$ cat src/rtl/addsub_pkg.sv
// addsub_pkg: op and state codes shared by the chunked add/sub unit
package addsub_pkg;
  typedef enum logic [1:0] {OP_ADD = 2'b00, OP_SUB = 2'b01, OP_SLT = 2'b10, OP_RSVD = 2'b11} op_t;
  typedef enum logic [1:0] {ST_IDLE = 2'b00, ST_RUN = 2'b01, ST_DONE = 2'b10} state_t;
  function automatic logic is_sub(input logic [1:0] op);
    return op == OP_SUB || op == OP_SLT;
  endfunction
endpackage

$ cat src/rtl/chunk_adder.sv
// chunk_adder: CHUNK-bit ripple adder of full-adder cells, exposing the carry into the MSB
module chunk_adder #(
  parameter int CHUNK = 2
) (
  input  logic [CHUNK-1:0] a,
  input  logic [CHUNK-1:0] b,
  input  logic             cin,
  output logic [CHUNK-1:0] sum,
  output logic             cout,
  output logic             cmsb
);
  logic [CHUNK:0] c;
  assign c[0] = cin;
  for (genvar i = 0; i < CHUNK; i++) begin : g_fa
    assign sum[i]   = a[i] ^ b[i] ^ c[i];
    assign c[i+1]   = (a[i] & b[i]) | (c[i] & (a[i] ^ b[i]));
  end
  assign cout = c[CHUNK];
  assign cmsb = c[CHUNK-1];
endmodule

$ cat src/rtl/chunked_addsub_unit.sv
// chunked_addsub_unit: multi-cycle ADD/SUB/SLT, CHUNK bits per cycle over WIDTH/CHUNK cycles.
// Define ADDSUB_SAT_EN to saturate ADD/SUB results on signed overflow.
module chunked_addsub_unit
  import addsub_pkg::*;
#(
  parameter int WIDTH = 10,
  parameter int CHUNK = 2
) (
  input  logic             clk,
  input  logic             rst_n,
  input  logic             in_valid,
  output logic             in_ready,
  input  logic [1:0]       op,
  input  logic [WIDTH-1:0] a,
  input  logic [WIDTH-1:0] b,
  output logic             out_valid,
  input  logic             out_ready,
  output logic [WIDTH-1:0] result,
  output logic             carryout,
  output logic             overflow,
  output logic             zero
);
  localparam int NCHUNK = WIDTH / CHUNK;
  localparam int CW = $clog2(NCHUNK) + 1;
  state_t state, state_n;
  op_t op_r;
  logic [CW-1:0] k;
  logic [WIDTH-1:0] a_r, b_r, s_r, s_full, res_n;
  logic [CHUNK-1:0] sum;
  logic cy, cout, cmsb, ovf, lt, last, sub;
  assign sub = is_sub(op);
  assign last = k == CW'(NCHUNK - 1);
  assign in_ready = state == ST_IDLE;
  assign out_valid = state == ST_DONE;
  // Operands shift right each cycle so the active chunk always sits at bit 0.
  chunk_adder #(.CHUNK(CHUNK)) u_add (
    .a(a_r[CHUNK-1:0]),
    .b(b_r[CHUNK-1:0]),
    .cin(cy),
    .sum(sum),
    .cout(cout),
    .cmsb(cmsb)
  );
  // Carry-in ^ carry-out of the sign bit equals the sign-based overflow test.
  assign ovf = cmsb ^ cout;
  assign lt = sum[CHUNK-1] ^ ovf;
  assign s_full = WIDTH'({sum, s_r} >> CHUNK);
  always_comb begin
    res_n = op_r == OP_SLT ? WIDTH'(lt) : s_full;
`ifdef ADDSUB_SAT_EN
    if (op_r != OP_SLT && ovf)
      res_n = a_r[CHUNK-1] ? (WIDTH'(1) << (WIDTH - 1)) : ~(WIDTH'(1) << (WIDTH - 1));
`endif
  end
  always_comb begin
    state_n = state == ST_IDLE ? (in_valid ? ST_RUN : ST_IDLE) :
              state == ST_RUN  ? (last ? ST_DONE : ST_RUN) :
                                 (out_ready ? ST_IDLE : ST_DONE);
  end
  always_ff @(posedge clk or negedge rst_n) begin
    if (!rst_n) state <= ST_IDLE;
    else state <= state_n;
  end
  always_ff @(posedge clk or negedge rst_n) begin
    if (!rst_n) begin
      a_r <= '0;
      b_r <= '0;
      s_r <= '0;
      op_r <= OP_ADD;
      cy <= 1'b0;
      k <= '0;
      result <= '0;
      carryout <= 1'b0;
      overflow <= 1'b0;
      zero <= 1'b0;
    end else if (in_valid && in_ready) begin
      a_r <= a;
      b_r <= b ^ {WIDTH{sub}};
      op_r <= op_t'(op);
      cy <= sub;
      k <= '0;
    end else if (state == ST_RUN) begin
      a_r <= a_r >> CHUNK;
      b_r <= b_r >> CHUNK;
      s_r <= s_full;
      cy <= cout;
      k <= k + CW'(1);
      if (last) begin
        result <= res_n;
        carryout <= cout;
        overflow <= ovf;
        zero <= res_n == '0;
      end
    end
  end
endmodule

$ cat config.mk
export PLATFORM = sky130hd
export DESIGN_NAME = chunked_addsub_unit
export DESIGN_NICKNAME = d
export VERILOG_FILES = /design/src/rtl/addsub_pkg.sv /design/src/rtl/chunk_adder.sv /design/src/rtl/chunked_addsub_unit.sv
export SDC_FILE = /design/constraint.sdc
export NUM_CORES = 1
export LEC_CHECK = 0
export CAP_MARGIN = 0
export CORE_MARGIN = 2
export CORE_UTILIZATION = 50
export CTS_BUF_LIST = sky130_fd_sc_hd__clkbuf_4 sky130_fd_sc_hd__clkbuf_8
export CTS_CLUSTER_DIAMETER = 30
export DETAILED_ROUTE_END_ITERATION = 8
export GPL_TIMING_DRIVEN = 1
export HOLD_SLACK_MARGIN = 0.05
export PLACE_DENSITY = 0.76
export SYNTH_ARGS = -nofsm -noshare
export SYNTH_HDL_FRONTEND = slang
export SYNTH_SLANG_ARGS = --single-unit
$ cat constraint.sdc
create_clock -name clk -period 3.4 [get_ports clk]
set_input_delay 0.34 -clock clk [delete_from_list [all_inputs] [get_ports clk]]
set_output_delay 0.34 -clock clk [all_outputs]
set_load 0.01 [all_outputs]
After elaboration in Yosys (flattened, before gate mapping) --
Cells that the tools add are included.
Storage, ports and cells: flip-flop bits (word level) 52, input bits 26
Cells by class: add/subtract/negate cells 1, eq/ne operators 6, multiplexer cells 14, bitwise operators 14, reductions and logical operators 7
Operator list (count):
- 2-to-1 mux 10 bit | 5
- zero test 10 bit | 1
- bitwise XOR 10 bit | 1
- 2-to-1 mux 2 bit | 4
- 2-to-1 mux 4 bit | 2
- == test 2 bit (second input constant) | 3
- bitwise XOR 1 bit | 6
- adder 4 x 1 -> 4 bit (second input constant) | 1
- bitwise AND 1 bit | 4
- == test 2 x 1 -> 1 bit (second input constant) | 2
- == test 4 x 3 -> 1 bit (second input constant) | 1
- 2-to-1 mux 1 bit | 3
- AND reduction 3 bit | 1
- zero test 2 bit | 1
- bitwise OR 1 bit | 2
- AND reduction 2 bit | 1
- nonzero test 2 bit | 1
- logical AND 1 bit | 1
- logical OR 1 bit | 1
- NOT 1 bit | 1

Longest topological paths before layout --
Gate-level depths: netlist of run 1.
depth in word-level cells 9, depth in mapped cells 6, depth with buffers taken out 6

Modules after synthesis --
A second synthesis of run 1 with hierarchy kept.
Unflattened totals: cell total of the unflattened synthesis 229, area total of the unflattened synthesis 2359.8 um^2
By module, submodules not included:
- chunked_addsub_unit | instances 1, cells each 227, area each 2319.7 um^2, sequential area each 1251.2 um^2
- chunk_adder | instances 1, cells each 2, area each 40.0 um^2, sequential area each 0.0 um^2

Least setup slack after synthesis of run 1 --
Ideal clock, no wire load.
path type register to register, start point register a_r[0], end point register zero, arrival time 1.761 ns, setup slack 1.544 ns, stages on the path, launching flop included 7, clock period less this slack 1.856 ns, path through dfrtp_1 > inv_1 > fa_1 > fa_1 > and3b_1 > a31oi_1 > o31ai_1
On the way: cells in the longest elaborated chain, start to end 9, elaborated cells on any way between the ends 12
Ends and longest elaborated chain:
- start, declared | line chunked_addsub_unit.sv:28 | logic [WIDTH-1:0] a_r, b_r, s_r, s_full, res_n;
- start signal, assigned | line chunked_addsub_unit.sv:83 | a_r <= a_r >> CHUNK;
- bitwise XOR 1 bit | line chunk_adder.sv:15, chunk_adder.sv:16
- bitwise AND 1 bit | line chunk_adder.sv:16 | assign c[i+1] = (a[i] & b[i]) | (c[i] & (a[i] ^ b[i]));
- bitwise OR 1 bit | line chunk_adder.sv:16
- bitwise AND 1 bit | line chunk_adder.sv:16
- bitwise OR 1 bit | line chunk_adder.sv:16
- bitwise XOR 1 bit | line chunked_addsub_unit.sv:45 | assign ovf = cmsb ^ cout;
- bitwise XOR 1 bit | line chunked_addsub_unit.sv:46 | assign lt = sum[CHUNK-1] ^ ovf;
- 2-to-1 mux 10 bit (*) | line chunked_addsub_unit.sv:49 | res_n = op_r == OP_SLT ? WIDTH'(lt) : s_full;
- zero test 10 bit (*) | line chunked_addsub_unit.sv:92 | zero <= res_n == '0;
- end signal, assigned | line chunked_addsub_unit.sv:75 | zero <= 1'b0;
- end signal, assigned | line chunked_addsub_unit.sv:92
- end, declared | line chunked_addsub_unit.sv:21 | output logic zero
Mark *: on every way between the ends. The rest lies on a longest branch, timed or not. A chain may end at the register's enable or synchronous reset.

Worst setup path after layout of run 1 --
Ends and elaborated chain as after synthesis.

==> out/results.ini, run 1 <==
[finish]
finish.utilization = 0.642
syn_to_final_growth_pct = 21.7
drive_above_1_share = 0.0522
nets = 298
filler_cell_count = 372
insertedDiodeCount = 0

[run]
drv.max_cap_violation_count = 0

[die]
pin_count = 41
initial_core_util = 0.527
dieArea_mm2 = 0.00522
dieWidth_um = 72.2
floorplan.rows = 24
die_height_um = 72.2
fp.coreArea_mm2 = 0.00441

[detailed_routing]
wl_per_cell_um = 14.2
drc_errors = 0
route.vias.total = 1722
route.detailed.vias_per_inst = 5.38
detail_route.iter0.violations = 104
detail_route.first_pass.iterations = 4
wl_um = 4550
antenna_violating_nets_post_route = 0

[clock_tree]
htreeDepth = 2
cts-buffers-inserted = 5
cts_hold_buf = 0
cts_tree = built
postCtsSetupBuffers = 0
postCtsResizedCells = 0
clk_path_buf_depth = 2
cts-root-buf = clkbuf_8
cts_sinks = 50
clk_pin_slew_worst_paths_ns = 0.10
worstSkewPairLatency_ns = 0.31

[setup_path]
cp.required_ns = 3.62
crit_path_max_fanout = 3
timing.critical_path.from_type = register
critical_path.endpoint_type = register
crit_path_top_delay_cell = fa_1
path_delay_family = adder cells
critPathMostFrequentCell = fa_1
worstPathArrival_ns = 2.21
slowest_cell_delay_on_critical_path_ns = 0.53
critical_path_class = reg2reg
timing.critical_path.cells = inv_1 > fa_1 > fa_1 > and3b_1 > a31oi_1 > o31ai_1
critPathBufInv = 1

[pwr]
vdd.ir_drop.worst_mv = 0.405
total_leakage_power_nw = 1.35
power.density_mw_per_mm2 = 865

[global_route]
number_of_antenna_violations_at_the_first_check_in_global_routing = 0
first_global_vias = 1654
overflow = 0
maximum_number_of_pins_on_one_net_before_global_route_repair = 51
global_route.usage.total = 0.196
wire_length_of_the_first_global_routing_pass_um = 7830

[timing]
setup_viol = 0
worst_slew_pin_slew_ns = 1.09
setup-tns-final_ns = 0
period_minus_slack_ns = 1.98
finalClockSkew_ns = 0.00794
achievable-frequency_mhz = 504
finalCritPeriodShare = 0.583
max-slew-margin-rel = 0.273
rsz_0062_raised_after_global_routing = false
worst_hold_slack_ns = 0.233
count_of_endpoints_failing_hold_in_the_final_timing_report = 0
final_max_slew_viol_count = 0

[synthesis]
synth-seq-cells = 50
synth.yosys.seq_area_share = 0.538
synth.distinct_cells = 32
synth-warning-count = 0
synthesis.instances = 231
syn_avg_cell_area_um2 = 10.1
synth_fp_nets = 262
cell_taking_the_most_area_after_synthesis = dfrtp_1
synth.top_cells.by_area = dfrtp_1 54%, nand2_1 8.9%, mux2i_1 6.0%
post-synth-top-area-fraction = 0.538
syn-cell-area_mm2 = 0.00233

[hold_path]
worstHoldPathType = in2async

[run_status]
status = completed

[placement]
routabilityCongestion = 0.774
port_buffers = 40
dp_hpwl_um = 3080

[cells by family (layout without fill, tap and decap cells)]
family / Yosys count / in the layout / share of synthesized area
AO/OA/AOI/OAI: 49 / 49 / 0.124
XOR/XNOR: 12 / 12 / 0.0452
adder cells (fa/ha/maj): 5 / 5 / 0.0366
buffers and inverters: 24 / 61 / 0.0478
flip-flops: 50 / 50 / 0.538
multiplexers: 15 / 15 / 0.0651
AND/OR/NAND/NOR: 76 / 76 / 0.144
[report_power, final]
group | total, mW | internal [mW] | leakage (nW) | switching, mW
registers | 1.02 | 0.848 | 0.641 | 0.171
clock network | 0.357 | 0.149 | 0.0447 | 0.208
logic | 1.08 | 0.474 | 0.660 | 0.601
[synth_stat cells]
| cell type | instances |
|---|---|
| o21ai_1 | 9 |
| dfrtp_1 | 50 |
| nor4_1 | 1 |
| o221ai_1 | 1 |
| a31oi_1 | 1 |
| clkbuf_1 | 4 |
| xor2_1 | 10 |
| buf_4 | 1 |
| o21ai_0 | 23 |
| nand3_1 | 5 |
| o31ai_1 | 4 |
| mux2_1 | 1 |
| nand2_1 | 55 |
| nand2_2 | 1 |
| and3b_1 | 2 |
| a22oi_1 | 10 |
| nand4_1 | 1 |
| nor2b_1 | 2 |
| buf_2 | 7 |
| o21bai_1 | 1 |
| nor2_1 | 3 |
| xnor2_1 | 2 |
| nand3b_1 | 2 |
| mux2i_1 | 14 |
| ha_1 | 2 |
| fa_1 | 3 |
| nand2b_1 | 2 |
| nor3b_1 | 1 |
| clkbuf_2 | 1 |
| inv_1 | 10 |
| buf_6 | 1 |
| or3b_1 | 1 |
[placed cells by master (no fill, tap or decap), drive strengths merged, types with 2 or more instances in the layout]
| cell | netlist | layout |
|---|---|---|
| nand3 | 5 | 5 |
| nand3b | 2 | 2 |
| xor2 | 10 | 10 |
| inv | 10 | 11 |
| nand2b | 2 | 2 |
| nor2 | 3 | 3 |
| clkbuf | 5 | 5 |
| mux2i | 14 | 14 |
| nand2 | 56 | 56 |
| nor2b | 2 | 2 |
| dfrtp | 50 | 50 |
| clkdlybuf4s50 | 0 | 39 |
| o31ai | 4 | 4 |
| and3b | 2 | 2 |
| ha | 2 | 2 |
| fa | 3 | 3 |
| a22oi | 10 | 10 |
| buf | 9 | 4 |
| o21ai | 32 | 32 |
| xnor2 | 2 | 2 |
[layer usage]
layer / wire (um) / global-route usage / up-vias / share of wire
met5: 0 / 0 / - / 0
met4: 47 / 0.0713 / 0 / 0.010
met3: 215 / 0.0500 / 4 / 0.047
met2: 2140 / 0.300 / 45 / 0.47
met1: 2150 / 0.271 / 830 / 0.47
li1: - / - / 843 / -
[final cells by class]
cell class / count / area [um2] / share of cell area
clock buffers: 5 / 68.8 / 0.0243
clock inverters: 3 / 25.0 / 0.00883
inverters: 10 / 37.5 / 0.0133
multi-input cells: 157 / 967 / 0.341
flip-flops and latches: 50 / 1250 / 0.442
well taps: 52 / 65.1 / 0.0230
repair buffers: 43 / 418 / 0.148
[sequential cells by signal, indices dropped and copies added (netlist names)]
| register | cells |
|---|---|
| s_r | 8 |
| a_r | 10 |
| result | 10 |
| cy | 1 |
| b_r | 10 |
| op_r | 2 |
| k | 4 |
| overflow | 1 |
| carryout | 1 |
| state | 2 |
| zero | 1 |
[path summary, 6_finish.rpt]
path                              from         to  slack [ns]  cells past startpoint
worst min register to register  a_r[0]     a_r[0]        0.49                      2
worst min-delay path             rst_n     b_r[8]        0.23                      1
worst max register to register  a_r[0]       zero        1.42                      6
max in group asynchronous        rst_n  result[0]        2.50                      1
worst max-delay path            a_r[0]       zero        1.42                      6
min in group clk                a_r[0]     a_r[0]        0.49                      2
[stage by stage]
step / cell area [um2] / instances / worst slack [ns] / total power, mW
after CTS: 2830 / 320 / 1.41 / 2.47
after detailed placement: 2740 / 312 / 1.42 / 2.11
after floorplan: 2330 / 231 / 1.54 / 1.76
after global routing: 2830 / 320 / 1.35 / 2.66
after global placement: 2740 / 312 / 1.46 / 2.08
final: 2830 / 320 / 1.42 / 2.45
No activity file was read; power rests on OpenSTA's default activity.
==> run 2, diff against run 1 <==
--- a/config.mk
+++ b/config.mk
@@ -7,13 +7,13 @@
 export LEC_CHECK = 0
 export CAP_MARGIN = 0
 export CORE_MARGIN = 2
-export CORE_UTILIZATION = 50
+export CORE_UTILIZATION = 49
 export CTS_BUF_LIST = sky130_fd_sc_hd__clkbuf_4 sky130_fd_sc_hd__clkbuf_8
 export CTS_CLUSTER_DIAMETER = 30
 export DETAILED_ROUTE_END_ITERATION = 8
 export GPL_TIMING_DRIVEN = 1
 export HOLD_SLACK_MARGIN = 0.05
-export PLACE_DENSITY = 0.76
+export PLACE_DENSITY = 0.78
 export SYNTH_ARGS = -nofsm -noshare
 export SYNTH_HDL_FRONTEND = slang
 export SYNTH_SLANG_ARGS = --single-unit
==> constraint.sdc (replaced) <==
create_clock -name clk -period 1.7 [get_ports clk]
set_input_delay 0.17 -clock clk [delete_from_list [all_inputs] [get_ports clk]]
set_output_delay 0.17 -clock clk [all_outputs]
set_load 0.01 [all_outputs]
==> out/results.ini, run 2 (same netlist as run 1, synthesis figures left out) <==
[run_status]
status = complete, but fails checks
violated_checks = setup timing

[detailed_routing]
detail_route.iter0.violations = 136
route.detailed.vias_per_inst = 5.22
detail_route.first_pass.iterations = 4
wl_um = 4490
drc_errors = 0
route.vias.total = 1739
antenna_violating_nets_post_route = 0
wl_per_cell_um = 13.5

[timing]
count_of_endpoints_failing_hold_in_the_final_timing_report = 0
achievable-frequency_mhz = 544
setup-tns-final_ns = -0.233
max-slew-margin-rel = 0.665
finalCritPeriodShare = 1.08
final_max_slew_viol_count = 0
worst_slack_ns = -0.138
rsz_0062_raised_after_global_routing = true
setup_viol = 3
period_minus_slack_ns = 1.84
finalClockSkew_ns = 0.0122
worst_slew_pin_slew_ns = 0.502

[clock_tree]
clk_path_buf_depth = 2
worstSkewPairLatency_ns = 0.31
cts_tree = built
cts-root-buf = clkbuf_8
cts_sinks = 50
cts-buffers-inserted = 5
clk_pin_slew_worst_paths_ns = 0.10
htreeDepth = 2

[pwr]
total_leakage_power_nw = 1.43
power.density_mw_per_mm2 = 1760
vdd.ir_drop.worst_mv = 0.863

[setup_path]
timing.critical_path.cells = inv_2 > fa_2 > fa_1 > and3b_1 > a31oi_1 > o31ai_1
crit_path_top_delay_cell = fa_1
slowest_cell_delay_on_critical_path_ns = 0.51
crit_path_max_fanout = 2
timing.critical_path.from_type = register
worstPathArrival_ns = 2.06
critical_path_class = reg2reg
cp.required_ns = 1.93
critical_path.endpoint_type = register

[finish]
nets = 309
insertedDiodeCount = 0
syn_to_final_growth_pct = 29.3
drive_above_1_share = 0.122
filler_cell_count = 366
top_regs = a_r x10, b_r x10, result x10
final_common_cell = nand2_1
layout.cells.most_common_list = 55 x nand2_1, 48 x dfrtp_1, 39 x clkdlybuf4s50_1

[placement]
place_ws_ns = -0.142
routabilityCongestion = 0.807
dp_hpwl_um = 3030
port_buffers = 40

[run]
drv.max_cap_violation_count = 0

[hold_path]
worstHoldPathType = in2async

[die]
initial_core_util = 0.499
floorplan.rows = 25
dieWidth_um = 72.9
die_height_um = 72.9
dieArea_mm2 = 0.00532
fp.coreArea_mm2 = 0.00466
pin_count = 41

[global_route]
maximum_number_of_pins_on_one_net_before_global_route_repair = 51
first_global_vias = 1674
overflow = 0
wire_length_of_the_first_global_routing_pass_um = 7870
global_route.usage.total = 0.194
number_of_antenna_violations_at_the_first_check_in_global_routing = 0

==> run 2: cell types whose count changed in the layout (fill, tap and decap cells not counted), moves of 2 or more <==
cell,change
buf_12,+5
buf_4,+4
dfrtp_1,-2
dfrtp_2,+2
fa_1,-2
fa_2,+2
inv_1,-2
inv_2,+2
==> run 2: power breakdown <==
part	switching (mW)	internal, mW	leakage, nW
clock	0.399	0.290	0.0441
sequential	0.345	1.70	0.639
combinational	1.29	1.26	0.744
total	2.04	3.25	1.43
==> run 2: cell type report <==
class                           instances  area (um2)  area share
Clock buffer                            5        68.8      0.0229
Clock inverter                          3        21.3     0.00707
Inverter                               10        37.5      0.0125
Multi-Input combinational cell        157         991       0.329
Sequential cell                        50        1250       0.417
Tap cell                               54        67.6      0.0225
Timing Repair Buffer                   54         569       0.189
==> run 2: worst paths after layout <==
check | slack [ns] | start | end | cells after the start
min in group clk | 0.39 | a[9] | a_r[9] | 3
min | 0.38 | rst_n | result[4] | 3
max | -0.14 | a_r[0] | zero | 6
max reg2reg | -0.14 | a_r[0] | zero | 6
min reg2reg | 0.48 | a_r[1] | a_r[1] | 2
max in group asynchronous | 1.09 | rst_n | state[0] | 3
==> run 2: what timing repair did <==
action | in CTS | in global routing
resized for setup | 1 | 10
setup endpoints to repair | 3 | 11
hold buffers | 1 | 0
endpoints found under the hold margin | 50 | 0
pin swaps | 1 | 2
buffers inserted | 1 | 2
==> run 2: worst max-delay path, delay by kind of cell, from the launching register on <==
| family | cells | cell delay, ns |
|---|---|---|
| compound gates | 2 | 0.27 |
| fa+ha+maj | 2 | 0.91 |
| buf+inv | 1 | 0.05 |
| flops | 1 | 0.37 |
| simple gates | 1 | 0.16 |
==> run 2: metrics by stage <==
| stage | std cells | utilization | cell area (um2) | power [mW] | hold slack (ns) |
|---|---|---|---|---|---|
| final | 333 | 0.646 | 3010 | 5.29 | 0.381 |
| after global routing | 333 | 0.646 | 3010 | 5.75 | 0.408 |
| after CTS | 331 | 0.637 | 2970 | 5.19 | 0.387 |
| after detailed placement | 321 | 0.613 | 2860 | 4.49 | 0.177 |
| after global placement | 321 | 0.613 | 2860 | 4.40 | 0.177 |
| after floorplan | 231 | - | 2330 | 3.53 | -0.126 |
==> run 2: metal layers <==
layer | wire [um] | vias to the layer above | track usage
li1 | - | 870 | -
met1 | 2150 | 828 | 0.267
met2 | 2150 | 36 | 0.311
met3 | 130 | 5 | 0.0359
met4 | 49 | 0 | 0.0679
met5 | 0 | - | 0
==> run 3, diff against run 2 <==
--- a/config.mk
+++ b/config.mk
@@ -16,4 +16,5 @@
 export PLACE_DENSITY = 0.78
 export SYNTH_ARGS = -nofsm -noshare
 export SYNTH_HDL_FRONTEND = slang
+export SYNTH_HIERARCHICAL = 1
 export SYNTH_SLANG_ARGS = --single-unit
==> out/results.ini, run 3 <==
[synthesis]
synth.top_cells.by_count = 51 x nand2_1, 50 x dfrtp_1, 16 x mux2i_1
postSynth.topFlopCell = dfrtp_1
synth.distinct_cells = 34
syn-cell-area_mm2 = 0.00236
syn_avg_cell_area_um2 = 10.3
synth.yosys.seq_area_share = 0.530
synth_fp_nets = 259
most_frequent_cell_after_synthesis = nand2_1
synth-edff-count = 0
synthesis.instances = 229
synth.top_cells.by_area = dfrtp_1 53%, nand2_1 8.1%, mux2i_1 6.8%
cell_taking_the_most_area_after_synthesis = dfrtp_1
async_set_reset_flop_share_out_of_synthesis = 1.00
post-synth-top-area-fraction = 0.530
synth-seq-cells = 50
synth-warning-count = 6

[placement]
port_buffers = 40
numPlacedInstances = 325
dp_hpwl_um = 3400
routabilityCongestion = 0.832
place_ws_ns = -0.354

[timing]
worst_slack_ns = -0.322
final_max_slew_viol_count = 0
rsz_0062_raised_after_global_routing = true
max-slew-margin-rel = 0.665
period_minus_slack_ns = 2.02
setup_viol = 7
finalCritPeriodShare = 1.19
achievable-frequency_mhz = 495
worst_slew_pin_slew_ns = 0.501
count_of_endpoints_failing_hold_in_the_final_timing_report = 0
finalClockSkew_ns = 0.00579

[finish]
syn_to_final_growth_pct = 28.3
top_regs = a_r x10, b_r x10, result x10
drive_above_1_share = 0.131
nets = 312
final_common_cell = nand2_1
insertedDiodeCount = 0
filler_cell_count = 403
layout.cells.most_common_list = 51 x nand2_1, 48 x dfrtp_1, 39 x clkdlybuf4s50_1
finalNonFillerCells = 337

[pwr]
power_frac_clock = 0.130
total_leakage_power_nw = 1.46
power.density_mw_per_mm2 = 1820
combinational_fraction_of_design_power = 0.487
share_seq_of_total_power = 0.383
vdd.ir_drop.worst_mv = 0.785
power.switching_mw = 2.09
power.internal_mw = 3.41
switching_share = 0.380

[clock_tree]
clk_pin_slew_worst_paths_ns = 0.09
htreeDepth = 2
cts_tree = built
worstSkewPairLatency_ns = 0.30
cts-buffers-inserted = 5
cts-root-buf = clkbuf_8
clk_path_buf_depth = 2
cts_sinks = 50

[detailed_routing]
drc_errors = 0
route.vias.total = 1775
detail_route.iter0.violations = 114
wl_um = 4760
antenna_violating_nets_post_route = 0
detail_route.first_pass.iterations = 4
wl_per_cell_um = 14.1
route.detailed.vias_per_inst = 5.27

[run_status]
violated_checks = setup timing
status = complete, but fails checks

[hold_path]
worstHoldPathType = in2async

[die]
dieWidth_um = 73.4
initial_core_util = 0.503
die_height_um = 73.4
pin_count = 41
floorplan.rows = 25
dieArea_mm2 = 0.00539
fp.coreArea_mm2 = 0.00469

[setup_path]
crit_path_max_fanout = 2
critPathMostFrequentCell = fa_2
slowest_cell_delay_on_critical_path_ns = 0.57
timing.rr.start = a_r[0]
crit_path_top_delay_cell = fa_2
critPathLaunch = a_r[0]
cp.required_ns = 1.90
critical_path.endpoint_type = register
timing.critical_path.cells = fa_2 > fa_2 > xnor3_1 > mux2i_1 > mux2_2
critical_path_class = reg2reg
timing.critical_path.from_type = register
worstPathArrival_ns = 2.22

[global_route]
first_global_vias = 1793
global_route.usage.total = 0.198
number_of_antenna_violations_at_the_first_check_in_global_routing = 0
overflow = 0
wire_length_of_the_first_global_routing_pass_um = 8180
maximum_number_of_pins_on_one_net_before_global_route_repair = 34

[run]
drv.max_cap_violation_count = 0

## run 3: cell types whose count changed after synthesis, moves of 3 or more
cell     delta
o21ai_0    -10
nand4_1     +9
o21ai_1     -6
a21oi_1     +5
inv_1       +4
nand2_1     -4
o31ai_1     -3
## run 3: layout make-up
type / count / area [um2] / area share
sequential: 50 / 1250 / 0.414
clock inverter: 2 / 12.5 / 0.00413
inverter: 14 / 52.6 / 0.0174
clock buffer: 6 / 82.6 / 0.0273
tap: 54 / 67.6 / 0.0223
multi-input combinational: 151 / 981 / 0.324
timing repair buffer: 60 / 577 / 0.191
## run 3: layer usage
layer / vias to the layer above / track usage / wire (um)
met2: 30 / 0.345 / 2440
met3: 7 / 0.0370 / 128
met4: 0 / 0.0626 / 64
li1: 872 / - / -
met1: 866 / 0.248 / 2130
met5: - / 0 / 0
## run 3: logic make-up after synthesis
group                    Yosys count  share of synthesized area
buffers and inverters             28                     0.0615
XOR/XNOR                          13                     0.0541
adder cells (fa/ha/maj)            4                     0.0276
multiplexers                      18                     0.0774
AO/OA/AOI/OAI                     35                     0.0896
flip-flops                        50                      0.530
AND/OR/NAND/NOR                   81                      0.160
## run 3: timing repair
action | 4_1_cts | 5_1_grt
buffers inserted | 3 | 2
resized for setup | 5 | 2
pin swaps | 2 | 3
setup endpoints to repair | 7 | 8
hold buffers | 1 | 0
hold endpoints to repair | 19 | 0
## run 3: metrics by stage
stage	hold slack, ns	utilization	area, um2	setup TNS (ns)	power [mW]
after detailed placement	0.157	0.614	2880	-0.828	4.63
after CTS	0.354	0.643	3020	-1.07	5.49
final	0.344	0.645	3030	-1.08	5.50
after global routing	0.394	0.645	3030	-1.50	5.92
after global placement	0.147	0.614	2880	-0.582	4.53
after floorplan	-0.126	-	2360	-0.470	3.72
## run 3: critical path, delay by kind of cell, from the launching register on
kind                     cells  cell delay [ns]
multiplexers                 2             0.34
adder cells (fa/ha/maj)      2             1.00
flip-flops                   1             0.42
XOR/XNOR                     1             0.16
## run 3: final timing paths
path	end	slack, ns	depth (start not counted)
worst max-delay path	result[0]	-0.32	5
min in group clk	a_r[8]	0.39	3
worst max register to register	result[0]	-0.32	5
worst min-delay path	result[2]	0.34	2
worst min register to register	op_r[0]	0.48	2
max in group asynchronous	s_r[8]	0.76	3
## run 3: power by group through the flow
stage / clock network (mW) / registers, mW / logic (mW)
5_1_grt: 0.791 / 2.17 / 2.97
3_5_place_dp: 0 / 2.11 / 2.52
4_1_cts: 0.735 / 2.10 / 2.66
2_1_floorplan: 0 / 2.07 / 1.66
3_3_place_gp: 0 / 2.09 / 2.44
6_report: 0.716 / 2.10 / 2.68
